==> config.mk <==
export PLATFORM = sky130hd
export DESIGN_NAME = esm_issue_scheduler
export DESIGN_NICKNAME = d
export VERILOG_FILES = /design/src/rtl/esm_issue_scheduler.sv
export SDC_FILE = /design/constraint.sdc
export NUM_CORES = 1
export LEC_CHECK = 0
export ABC_AREA = 1
export CAP_MARGIN = 15
export CELL_PAD_IN_SITES_DETAIL_PLACEMENT = 0
export CELL_PAD_IN_SITES_GLOBAL_PLACEMENT = 1
export CORE_ASPECT_RATIO = 1.4
export CORE_MARGIN = 2
export CORE_UTILIZATION = 40
export DETAILED_ROUTE_END_ITERATION = 7
export PLACE_DENSITY = 0.76
export SLEW_MARGIN = 20
export SYNTH_ARGS = -nofsm -noshare
export SYNTH_HDL_FRONTEND = slang
export SYNTH_SLANG_ARGS = --single-unit
==> constraint.sdc <==
create_clock -name clk -period 16.9 [get_ports clk]
set_clock_uncertainty 0.2 [all_clocks]
set_input_delay 2.535 -clock clk [delete_from_list [all_inputs] [get_ports clk]]
set_output_delay 2.535 -clock clk [all_outputs]
set_load 0.05 [all_outputs]
==> src/rtl/esm_issue_scheduler.sv <==
// Slot allocator and round-robin issue scheduler for the ESM dependency core.
// Sequences a table clear sweep after reset/flush, then allocates, issues and frees slots.
module esm_issue_scheduler #(
   parameter int bs              = 16,
   parameter int Instr_word_size = 32,
   localparam int bs_bits        = $clog2(bs)
) (
   input  logic                       clk,
   input  logic                       rst,
   input  logic                       flush,
   input  logic                       in_valid,
   output logic                       in_ready,
   input  logic [Instr_word_size-1:0] in_instr,
   output logic                       alloc_valid,
   output logic [bs_bits-1:0]         alloc_index,
   output logic [Instr_word_size-1:0] alloc_instr,
   input  logic [bs-1:0]              ready_vec,
   output logic                       issue_valid,
   input  logic                       issue_ready,
   output logic [bs_bits-1:0]         issue_index,
   output logic [Instr_word_size-1:0] issue_instr,
   input  logic                       cmpl_valid,
   input  logic [bs_bits-1:0]         cmpl_index,
   output logic                       clr_valid,
   output logic [bs_bits-1:0]         clr_index,
   output logic [bs_bits:0]           occupancy,
   output logic                       err
);
   typedef enum logic {INIT, RUN} state_t;
   localparam logic [1:0] FREE = 2'd0, WAIT = 2'd1, PEND = 2'd2, ISSUED = 2'd3;

   state_t                      state_q, state_d;
   logic [bs_bits:0]            cnt_q, cnt_d;
   logic [bs-1:0][1:0]          slot_q, slot_d;
   logic [bs_bits-1:0]          rr_ptr_q, rr_ptr_d;
   logic                        issue_valid_q, issue_valid_d;
   logic [bs_bits-1:0]          issue_index_q, issue_index_d;
   logic [Instr_word_size-1:0]  issue_instr_q, issue_instr_d;
   logic                        clr_valid_q, clr_valid_d;
   logic [bs_bits-1:0]          clr_index_q, clr_index_d;
   logic [bs_bits:0]            occ_q, occ_d;
   logic                        err_q, err_d;

   logic [Instr_word_size-1:0]  payload_mem [bs];

   logic                        any_free, sel_found, run, alloc_fire, issue_fire;
   logic                        cmpl_hit, cmpl_ok, load_en;
   logic [bs_bits-1:0]          free_idx, sel_idx, cand_idx;

   // Lowest free slot for allocation; round-robin search from rr_ptr for issue.
   always_comb begin
      any_free  = 1'b0;
      free_idx  = '0;
      sel_found = 1'b0;
      sel_idx   = '0;
      cand_idx  = '0;
      for (int i = bs - 1; i >= 0; i--) begin
         if (slot_q[i] == FREE) begin
            any_free = 1'b1;
            free_idx = bs_bits'(i);
         end
      end
      for (int i = 0; i < bs; i++) begin
         cand_idx = rr_ptr_q + bs_bits'(i);
         if (!sel_found && slot_q[cand_idx] == WAIT && ready_vec[cand_idx]) begin
            sel_found = 1'b1;
            sel_idx   = cand_idx;
         end
      end
   end

   assign run        = (state_q == RUN);
   assign in_ready   = run & ~flush & any_free;
   assign alloc_fire = in_valid & in_ready;
   assign issue_fire = issue_valid_q & issue_ready;
   assign cmpl_hit   = run & ~flush & cmpl_valid;
   assign cmpl_ok    = cmpl_hit & (slot_q[cmpl_index] == ISSUED);
   assign load_en    = run & ~flush & (~issue_valid_q | issue_ready);

   always_comb begin
      state_d       = state_q;
      cnt_d         = cnt_q;
      slot_d        = slot_q;
      rr_ptr_d      = rr_ptr_q;
      issue_valid_d = issue_valid_q;
      issue_index_d = issue_index_q;
      issue_instr_d = issue_instr_q;
      clr_valid_d   = clr_valid_q;
      clr_index_d   = clr_index_q;
      err_d         = err_q;
      occ_d         = '0;
      if (flush) begin
         state_d       = INIT;
         cnt_d         = '0;
         slot_d        = '0;
         rr_ptr_d      = '0;
         issue_valid_d = 1'b0;
         issue_index_d = '0;
         issue_instr_d = '0;
         clr_valid_d   = 1'b0;
      end else if (state_q == INIT) begin
         // cnt reaching bs means the last clear is on the outputs now.
         if (cnt_q == (bs_bits + 1)'(bs)) begin
            state_d     = RUN;
            cnt_d       = '0;
            clr_valid_d = 1'b0;
         end else begin
            cnt_d       = cnt_q + 1'b1;
            clr_valid_d = 1'b1;
            clr_index_d = cnt_q[bs_bits-1:0];
         end
      end else begin
         clr_valid_d = cmpl_ok;
         if (cmpl_ok) begin
            clr_index_d        = cmpl_index;
            slot_d[cmpl_index] = FREE;
         end
         if (cmpl_hit && !cmpl_ok) err_d = 1'b1;
         if (alloc_fire) slot_d[free_idx] = WAIT;
         if (issue_fire) slot_d[issue_index_q] = ISSUED;
         if (load_en) begin
            issue_valid_d = sel_found;
            if (sel_found) begin
               issue_index_d   = sel_idx;
               issue_instr_d   = payload_mem[sel_idx];
               slot_d[sel_idx] = PEND;
               rr_ptr_d        = sel_idx + 1'b1;
            end
         end
      end
      for (int i = 0; i < bs; i++) begin
         if (slot_d[i] != FREE) occ_d = occ_d + 1'b1;
      end
   end

   always_ff @(posedge clk) begin
      if (alloc_fire) payload_mem[free_idx] <= in_instr;
   end

   always_ff @(posedge clk or negedge rst) begin
      if (!rst) begin
         state_q       <= INIT;
         cnt_q         <= '0;
         slot_q        <= '0;
         rr_ptr_q      <= '0;
         issue_valid_q <= 1'b0;
         issue_index_q <= '0;
         issue_instr_q <= '0;
         clr_valid_q   <= 1'b0;
         clr_index_q   <= '0;
         occ_q         <= '0;
         err_q         <= 1'b0;
      end else begin
         state_q       <= state_d;
         cnt_q         <= cnt_d;
         slot_q        <= slot_d;
         rr_ptr_q      <= rr_ptr_d;
         issue_valid_q <= issue_valid_d;
         issue_index_q <= issue_index_d;
         issue_instr_q <= issue_instr_d;
         clr_valid_q   <= clr_valid_d;
         clr_index_q   <= clr_index_d;
         occ_q         <= occ_d;
         err_q         <= err_d;
      end
   end

   assign alloc_valid = alloc_fire;
   assign alloc_index = free_idx;
   assign alloc_instr = in_instr;
   assign issue_valid = issue_valid_q;
   assign issue_index = issue_index_q;
   assign issue_instr = issue_instr_q;
   assign clr_valid   = clr_valid_q;
   assign clr_index   = clr_index_q;
   assign occupancy   = occ_q;
   assign err         = err_q;
endmodule
* Word-level counts from Yosys, hierarchy flattened
Memory sizes are Yosys's and may differ from the RTL's.
Cells that the tools add are included.
** Operators by class
- Add/subtract/negate cells :: 32
- Multipliers :: 0
- Divide/modulo/power cells :: 0
- $lt $le $gt $ge :: 24
- Eq/ne operators :: 21
- Shift-type cells :: 0
- Mux-type cells :: 196
- Bitwise operators :: 19
- Reductions and logical operators :: 91
** Operator list (number)
- $mux 32 :: 17
- $mux 4 :: 43
- $bmux 2 s4 :: 17
- $lt 4x5->1 const B :: 20
- $mux 5 :: 18
- $add 5x1->5 const B :: 16
- $bmux 1 s4 :: 16
- $mux 1 :: 60
- $mux 2 :: 21
- $reduce_bool 2->1 :: 19
- $logic_and 1x1->1 :: 36
- $add 4x4->4 const B :: 8
- $and 16x16->16 :: 2
- $and 32x32->32 :: 1
- $demux 2 s4 :: 4
- $eq 2x1->1 const B :: 16
- $logic_not 2->1 :: 16
- $not 16->16 :: 2
- $not 32->32 :: 1
- $or 16x16->16 :: 2
- $or 32x32->32 :: 1
- $add 4x3->4 const B :: 4
- $ge 4x1->1 const B :: 4
- $logic_not 1->1 :: 16
- other kinds (11) :: 23
** Word-level totals
- Register bits after elaboration :: 90
- Latch bits :: 0
- RAM bits :: 512
- Memory bits (read-only) :: 0
- Input bits :: 58
- Memories :: 1
** Memories
- payload_mem :: words 16, bits a word 32, read ports 1, clocked after memory_dff 0, write ports 1, RTL line 44 : logic [Instr_word_size-1:0] payload_mem [bs];

* Depth between registers and ports, before layout
Gate-level depths: netlist (run 1).
- Word-level depth :: 107
- Depth in mapped cells :: 85
- Depth with buffers taken out :: 82

* Worst setup path before layout (run 1)
Ideal clock, no wire load.
- Kind :: input to register
- Start point :: input port flush
- End point :: register occ_q[4] (netlist: occupancy[4])
- Arrival time :: 13171 ps
- Setup slack :: 3412 ps
- Cell stages on the path :: 59
- Path buffers :: 0
- Cells stage by stage :: nor2_1 > inv_1 > a31oi_1 > and2_1 > nand2_1 > nor2_1 > inv_1 > nor2_1 > o221ai_1 > o21ai_0 > nor2_1 > ha_1 > inv_1 > nand4_1 > nand2_2 > inv_1 > ha_1 > nand2_1 > [... 23 more ...] > ha_1 > or2_2 > nand2_1 > nor2_2 > o31ai_1 > ha_1 > or2_2 > nand2_1 > nand2_1 > o21ai_1 > inv_1 > ha_1 > nand2_1 > nor2_1 > nand2_2 > inv_1 > nand2_1 > nand2_1
** RTL lines
- start: declaration :: RTL line 10 : input logic flush,
- end signal: assignment :: RTL line 151 : occ_q <= '0;
- end signal: assignment :: RTL line 163 : occ_q <= occ_d;
- end: declaration :: RTL line 41 : logic [bs_bits:0] occ_q, occ_d;

==> results of run 1 <==
==> report_power, final <==
group,leakage (nW),total (mW),internal (mW),switching [mW]
clock,0.944,1.31,0.740,0.569
sequential,5.84,1.62,1.61,0.00262
combinational,5.20,0.0868,0.0250,0.0618
==> cell usage after synthesis (all sizes together), types with 4 or more instances <==
cell type | number | area (sq um)
a21oi | 25 | 151
a22oi | 6 | 45.0
a31oi | 8 | 50.1
and2 | 4 | 25.0
buf | 68 | 442
clkbuf | 78 | 293
clkinv | 6 | 22.5
dfrtp | 90 | 2250
edfxtp | 512 | 15400
ha | 24 | 300
inv | 201 | 767
nand2 | 582 | 2280
nand3 | 267 | 1440
nand3b | 4 | 33.8
nand4 | 20 | 176
nor2 | 223 | 920
nor3 | 8 | 40.0
o21ai | 251 | 1270
o221ai | 12 | 105
o22ai | 274 | 1710
o311ai | 4 | 35.0
or2 | 8 | 50.1
xnor2 | 4 | 50.1
xor2 | 7 | 61.3
==> cell usage in the layout (no fill, tap or decap), types with 5 or more instances in the layout <==
cell                              count
sky130_fd_sc_hd__nand2_1            550
sky130_fd_sc_hd__edfxtp_1           512
sky130_fd_sc_hd__o22ai_1            274
sky130_fd_sc_hd__nand3_1            248
sky130_fd_sc_hd__o21ai_0            237
sky130_fd_sc_hd__nor2_1             189
sky130_fd_sc_hd__inv_1              176
sky130_fd_sc_hd__clkdlybuf4s50_1    142
sky130_fd_sc_hd__dfrtp_1             90
sky130_fd_sc_hd__clkbuf_16           57
sky130_fd_sc_hd__buf_4               38
sky130_fd_sc_hd__nand2_2             29
sky130_fd_sc_hd__ha_1                24
sky130_fd_sc_hd__a21oi_1             22
sky130_fd_sc_hd__inv_2               18
sky130_fd_sc_hd__nor2_4              18
sky130_fd_sc_hd__nand3_2             18
sky130_fd_sc_hd__nand4_1             16
sky130_fd_sc_hd__nor2_2              14
sky130_fd_sc_hd__o221ai_1            12
sky130_fd_sc_hd__clkbuf_1            11
sky130_fd_sc_hd__clkbuf_8            11
sky130_fd_sc_hd__o21ai_1             10
sky130_fd_sc_hd__clkinv_1             9
sky130_fd_sc_hd__inv_6                8
sky130_fd_sc_hd__nor3_1               8
sky130_fd_sc_hd__or2_2                8
sky130_fd_sc_hd__a31oi_1              8
sky130_fd_sc_hd__clkinv_2             8
sky130_fd_sc_hd__xor2_1               7
sky130_fd_sc_hd__a22oi_1              6
sky130_fd_sc_hd__inv_4                5
==> sequential cells by signal, indices dropped and copies added, names as in the netlist, 4 cells and up <==
signal	cells
issue_instr	32
occupancy	5
payload_mem	512
rr_ptr_q	4
slot_q	32
clr_index	4
cnt_q	5
issue_index	4
==> kinds of logic after synthesis <==
group / Yosys count / share of synthesized area (%)
simple gates: 1117 / 17.7
flops: 602 / 62.8
compound gates: 598 / 12.6
buf+inv: 353 / 5.43
fa+ha+maj: 24 / 1.07
xor+xnor: 11 / 0.397
mux: 1 / 0.0357
==> worst register-to-register path, delay by kind of cell, from the launching register on <==
| kind | cells | cell delay (ps) |
|---|---|---|
| buf+inv | 11 | 1900 |
| compound gates | 8 | 1410 |
| flops | 1 | 320 |
| simple gates | 43 | 5500 |
| fa+ha+maj | 12 | 3500 |
==> path summary, 6_finish.rpt <==
path                                   endpoint  cells after the start  slack, ps             from
min in group asynchronous             clr_valid                      1       1700              rst
worst max register to register     occupancy[4]                     74       3970      rr_ptr_q[0]
worst max-delay path               occupancy[4]                     74       3530     ready_vec[9]
worst min register to register  issue_instr[25]                      2        330  issue_instr[25]
worst min-delay path            issue_instr[25]                      2        330  issue_instr[25]
max in group asynchronous          occupancy[4]                      2      13460              rst
==> layout make-up <==
class                   instances  area [sq um]
multi-input cells            1751          9030
clock buffers                  79          1620
fillers                      6417         37100
clock inverters                28           307
well taps                     928          1160
flip-flops and latches        602         17600
repair buffers                180          1710
inverters                     207           800
==> metal layers <==
layer	vias up	wire, microns	global-route usage, %
met5	-	13	0
met4	2	3650	9.76
met3	189	5130	2.91
met2	830	43100	40.5
met1	10600	33600	28.4
li1	9877	-	-
==> run_results.csv, run 1 <==
group,metric,value,unit
outcome,outcome,"finished clean",
floorplanning,die_w,228,microns
cells_and_area,final_core_utilization,46.5,%
drt,drt-initial-drc-count,1904,
floorplanning,fp.dieH,317,microns
synthesis,post_synth_num_cell_types,60,
place,dp.final_hpwl,51.9,mm
cts,worst_skew_pair.late_latency,630,ps
drt,detail_route.vias_per_cell,5.69,
cells_and_area,area.growth.synth_to_final,14.9,%
timing,final.hold.worst_slack,334,ps
cells_and_area,number_of_antenna_cells_inserted,0,
cts,cts.repair.resized,0,
timing,finalSetupViolations,0,
critical_path,setup.worst_path.end_class,"register",
synthesis,ys.warnings.count,0,
cts,h-tree-depth,2,
global_route,grt-ovfl-total,0,
synthesis,synth_enable_flop_cells,512,
global_route,grt_antenna_before_repair,1,
cells_and_area,layout-drive-gt1-share,9.27,%
floorplanning,core-area,69300,sq um
global_route,pin_count_of_the_biggest_net_entering_global_routing,83,
timing,timing.final.ws_setup,3530,ps
synthesis,post_synth_inst_count,2706,
critical_path,critical_path.top_delay_family,"simple AND/OR/NAND/NOR gates",
timing,max_transition_margin,25.7,%
timing,period_minus_ws_final,13370,ps
place,dpl_cell_area,30300,sq um
global_route,grt_use_total,23.0,%
timing,fin_tns_setup,0,ps
cells_and_area,final_design_area_no_fill,32300,sq um
place,place_ws,2930,ps
synthesis,syn-mean-instance-area,10.4,sq um
timing,timing.final.crit_share,79.1,%
cts,clock_tree.buffer_depth,3,
cts,cts.hold.buffers_added,0,
timing,grt_setup_unrepaired,"no",
power,power_density,93.4,nW/um^2
cts,post-cts-setup-buffers,0,
critical_path,critPathMaxStageDelay,420,ps
drt,firstDrtPassIters,6,
cts,clock_tree.root_cell,"sky130_fd_sc_hd__clkbuf_16",
synthesis,seq_area_frac_synth,62.8,%
synthesis,netlist_area,28100,sq um
global_route,first_pass_grt_wire_length,128,mm
drt,postRouteWirelength,85.4,mm
floorplanning,die_area,72300,sq um
synthesis,postSynthRegisterBits,602,
drt,final_antenna_net_count,0,
power,ir_drop,0.0983,mV
cells_and_area,nNetsFinal,2881,
cts,tritoncts.num_buffers,57,
critical_path,cp_data_arrival_time,13690,ps
critical_path,critPathSlowestCell,"sky130_fd_sc_hd__clkdlybuf4s50_1",
floorplanning,row_count,114,
timing,timing.final.max_slew_violations,0,
critical_path,worst_ep_required_time,17220,ps
timing,max_freq,0.0748,GHz
hold_path,class_of_the_tightest_hold_or_removal_check,"register to register",
synthesis,syn-num-nets,2788,
drt,overall_via_count_from_detail_route,21500,
power,fin_total_pwr,3.01,mW
power,static-leakage-power,12.0,nW
cts,cts_tree,"built",
critical_path,crit_path_start_kind,"input pin",
synthesis,async_flop_share,15.0,%
timing,timing_worst_slew_pin_value,1110,ps
global_route,first_global_vias,21000,
critical_path,buf_inv_stages_crit_path,9,
timing,timing_hold_violations_final,0,
place,portBuffers,143,
floorplanning,initial_utilization,40.5,%
floorplanning,ios,144,
drt,route.detailed.wl_per_inst,22.6,microns
flow_run,cap_violations,0,
synthesis,synth_ff_type,"sky130_fd_sc_hd__edfxtp_1",
cells_and_area,final_cell_count_no_fill,3775,
cts,clk_pin_slew,70,ps
critical_path,critPathKind,"input pin to register",
drt,residual_drc,0,
place,dp.cells,3668,
critical_path,critPathMostFrequentCell,"sky130_fd_sc_hd__nand2_1",
cts,numClockSinks,602,
place,routabilityCongestion,0.925,
critical_path,crit_path_max_fanout,34,
No activity file was read; power rests on OpenSTA's default activity.
==> inputs of run 2 (changes only) <==
==> constraint.sdc (replaced) <==
create_clock -name clk -period 13.6 [get_ports clk]
set_clock_uncertainty 0.2 [all_clocks]
set_input_delay 2.04 -clock clk [delete_from_list [all_inputs] [get_ports clk]]
set_output_delay 2.04 -clock clk [all_outputs]
set_load 0.05 [all_outputs]
==> run 2 against run 1 <==
Compared with the run above:
- clock power is 17% higher
- non-clock buffer count is 8 higher
- register-to-register slack worse by 2700 ps
- critical path depth stayed put
- global-route usage is 0.22 points higher
- largest cell class unchanged
==> run_results.csv, run 2 (synthesized netlist as in run 1, its figures left out) <==
group,metric,value,unit
critical_path,crit_path_max_fanout,12,
global_route,grt.met2_usage,41.2,%
critical_path,crit_path_start_kind,"input pin",
hold_path,class_of_the_tightest_hold_or_removal_check,"register to register",
floorplanning,ios,144,
power,portion_of_total_power_attributed_to_combinational_logic,3.0,%
critical_path,cp_data_arrival_time,12820,ps
drt,detail_route.vias_per_cell,5.68,
cts,clock_tree.root_cell,"sky130_fd_sc_hd__clkbuf_16",
drt,firstDrtPassIters,6,
timing,fin_tns_setup,0,ps
timing,timing.final.crit_share,92.0,%
critical_path,critPathKind,"input pin to register",
critical_path,critPathSlowestCell,"sky130_fd_sc_hd__clkdlybuf4s50_1",
global_route,first_pass_grt_wire_length,128,mm
global_route,gr-usage-met1,28.9,%
timing,max_transition_margin,22.4,%
cts,numClockSinks,602,
place,routabilityCongestion,0.920,
global_route,grt-ovfl-total,0,
cts,clock_tree.buffer_depth,3,
timing,timing_worst_slew_pin_value,1160,ps
cts,cts.repair.resized,0,
power,clockPowerShare,42.0,%
critical_path,setup.worst_path.end_class,"register",
critical_path,critical_path.top_delay_family,"simple AND/OR/NAND/NOR gates",
outcome,outcome,"finished clean",
cells_and_area,final_cell_count_no_fill,3780,
cts,post-cts-setup-buffers,0,
global_route,busiest_layer,"met2",
cts,tritoncts.num_buffers,56,
floorplanning,core-area,69300,sq um
drt,postRouteWirelength,86.4,mm
cells_and_area,layout.cells.most_common_list,"sky130_fd_sc_hd__nand2_1, sky130_fd_sc_hd__edfxtp_1, sky130_fd_sc_hd__o22ai_1, sky130_fd_sc_hd__nand3_1, sky130_fd_sc_hd__o21ai_0",
timing,max_freq,0.0799,GHz
cts,clk_pin_slew,60,ps
cts,worst_skew_pair.late_latency,640,ps
timing,grt_setup_unrepaired,"no",
power,p_sw,784,uW
cts,cts.hold.buffers_added,0,
critical_path,critPathMaxStageDelay,450,ps
place,dp.final_hpwl,52.6,mm
floorplanning,die_w,228,microns
flow_run,cap_violations,0,
floorplanning,die_area,72300,sq um
global_route,grt_antenna_before_repair,1,
timing,timing.final.max_slew_violations,0,
power,internal_power,2.87,mW
global_route,first_global_vias,21200,
cells_and_area,flip_flop_count_of_the_largest_register_after_layout,512,
cells_and_area,layout-drive-gt1-share,9.05,%
timing,period_minus_ws_final,12510,ps
power,ir_drop,0.125,mV
power,power_density,113,nW/um^2
drt,route.detailed.wl_per_inst,22.9,microns
power,static-leakage-power,11.9,nW
cells_and_area,mostFrequentLayoutCell,"sky130_fd_sc_hd__nand2_1",
drt,final_antenna_net_count,0,
global_route,pin_count_of_the_biggest_net_entering_global_routing,87,
power,share_seq_of_total_power,55.0,%
cts,h-tree-depth,2,
global_route,grt_use_total,23.2,%
power,sw_frac_of_total,21.5,%
timing,finalSetupViolations,0,
critical_path,worst_ep_required_time,13910,ps
global_route,grtUsageMet3,2.85,%
cells_and_area,nNetsFinal,2888,
cells_and_area,number_of_antenna_cells_inserted,0,
floorplanning,initial_utilization,40.5,%
floorplanning,fp.dieH,317,microns
power,fin_total_pwr,3.65,mW
critical_path,critPathMostFrequentCell,"sky130_fd_sc_hd__nand2_1",
cells_and_area,area.growth.synth_to_final,14.7,%
place,portBuffers,143,
floorplanning,row_count,114,
timing,timing_hold_violations_final,0,
cts,cts_tree,"built",
drt,residual_drc,0,
drt,drt-initial-drc-count,2091,
drt,overall_via_count_from_detail_route,21500,
place,dp.cells,3676,
critical_path,buf_inv_stages_crit_path,9,
cells_and_area,largest_register,"payload_mem",
==> run 2: final cells by class <==
class / count / area (sq um)
Timing Repair Buffer: 188 / 1770
Clock buffer: 68 / 1460
Multi-Input combinational cell: 1751 / 9040
Clock inverter: 36 / 333
Tap cell: 928 / 1160
Sequential cell: 602 / 17600
Inverter: 207 / 800
Fill cell: 6367 / 37100
==> run 2: metrics by stage <==
stage          utilization (%)  setup WS, ps  instance area, sq um  hold slack [ps]
6_report                  46.4          1090                 32200              323
3_5_place_dp              43.8           384                 30400              314
2_1_floorplan                -           607                 28100              294
5_1_grt                   46.4           108                 32200              361
3_3_place_gp              43.8           547                 30400              304
4_1_cts                   46.4          1010                 32200              332
==> run 2: tightest hold or removal path, cell delays in order (launching register included) <==
cell,delay [ps]
sky130_fd_sc_hd__dfrtp_1,350
sky130_fd_sc_hd__nand3_1,70
sky130_fd_sc_hd__o21ai_0,70
==> run 2: routing by layer <==
layer / vias to the layer above / routed length [microns]
met4: 2 / 2990
met3: 166 / 5920
met1: 10500 / 33700
li1: 9868 / -
met5: - / 15
met2: 938 / 43700
==> run 2: final timing paths <==
path / startpoint / end / slack [ps] / depth (start not counted)
worst min-delay path: issue_instr[7] / issue_instr[7] / 320 / 2
worst max register to register: rr_ptr_q[1] / occupancy[4] / 1300 / 70
worst max-delay path: ready_vec[3] / occupancy[4] / 1090 / 74
max in group asynchronous: rst / slot_q[10] / 10630 / 2
worst min register to register: issue_instr[7] / issue_instr[7] / 320 / 2
min in group asynchronous: rst / clr_valid / 1270 / 1
==> run 2: power by group through the flow <==
stage	logic, mW	clock network (mW)	registers [mW]
finish	0.110	1.53	2.01
global route	0.117	1.62	2.01
CTS	0.110	1.55	2.01
detailed placement	0.110	0	2.05
global placement	0.107	0	2.05
floorplan	0.0412	0	2.05
==> inputs of run 3 (changes only) <==
--- a/config.mk
+++ b/config.mk
@@ -13,6 +13,7 @@
 export CORE_MARGIN = 2
 export CORE_UTILIZATION = 40
 export DETAILED_ROUTE_END_ITERATION = 7
+export HOLD_SLACK_MARGIN = 0.03
 export PLACE_DENSITY = 0.76
 export SLEW_MARGIN = 20
 export SYNTH_ARGS = -nofsm -noshare
==> results of run 3 <==
Final layout, timing and power as in run 2 (identical DEF).
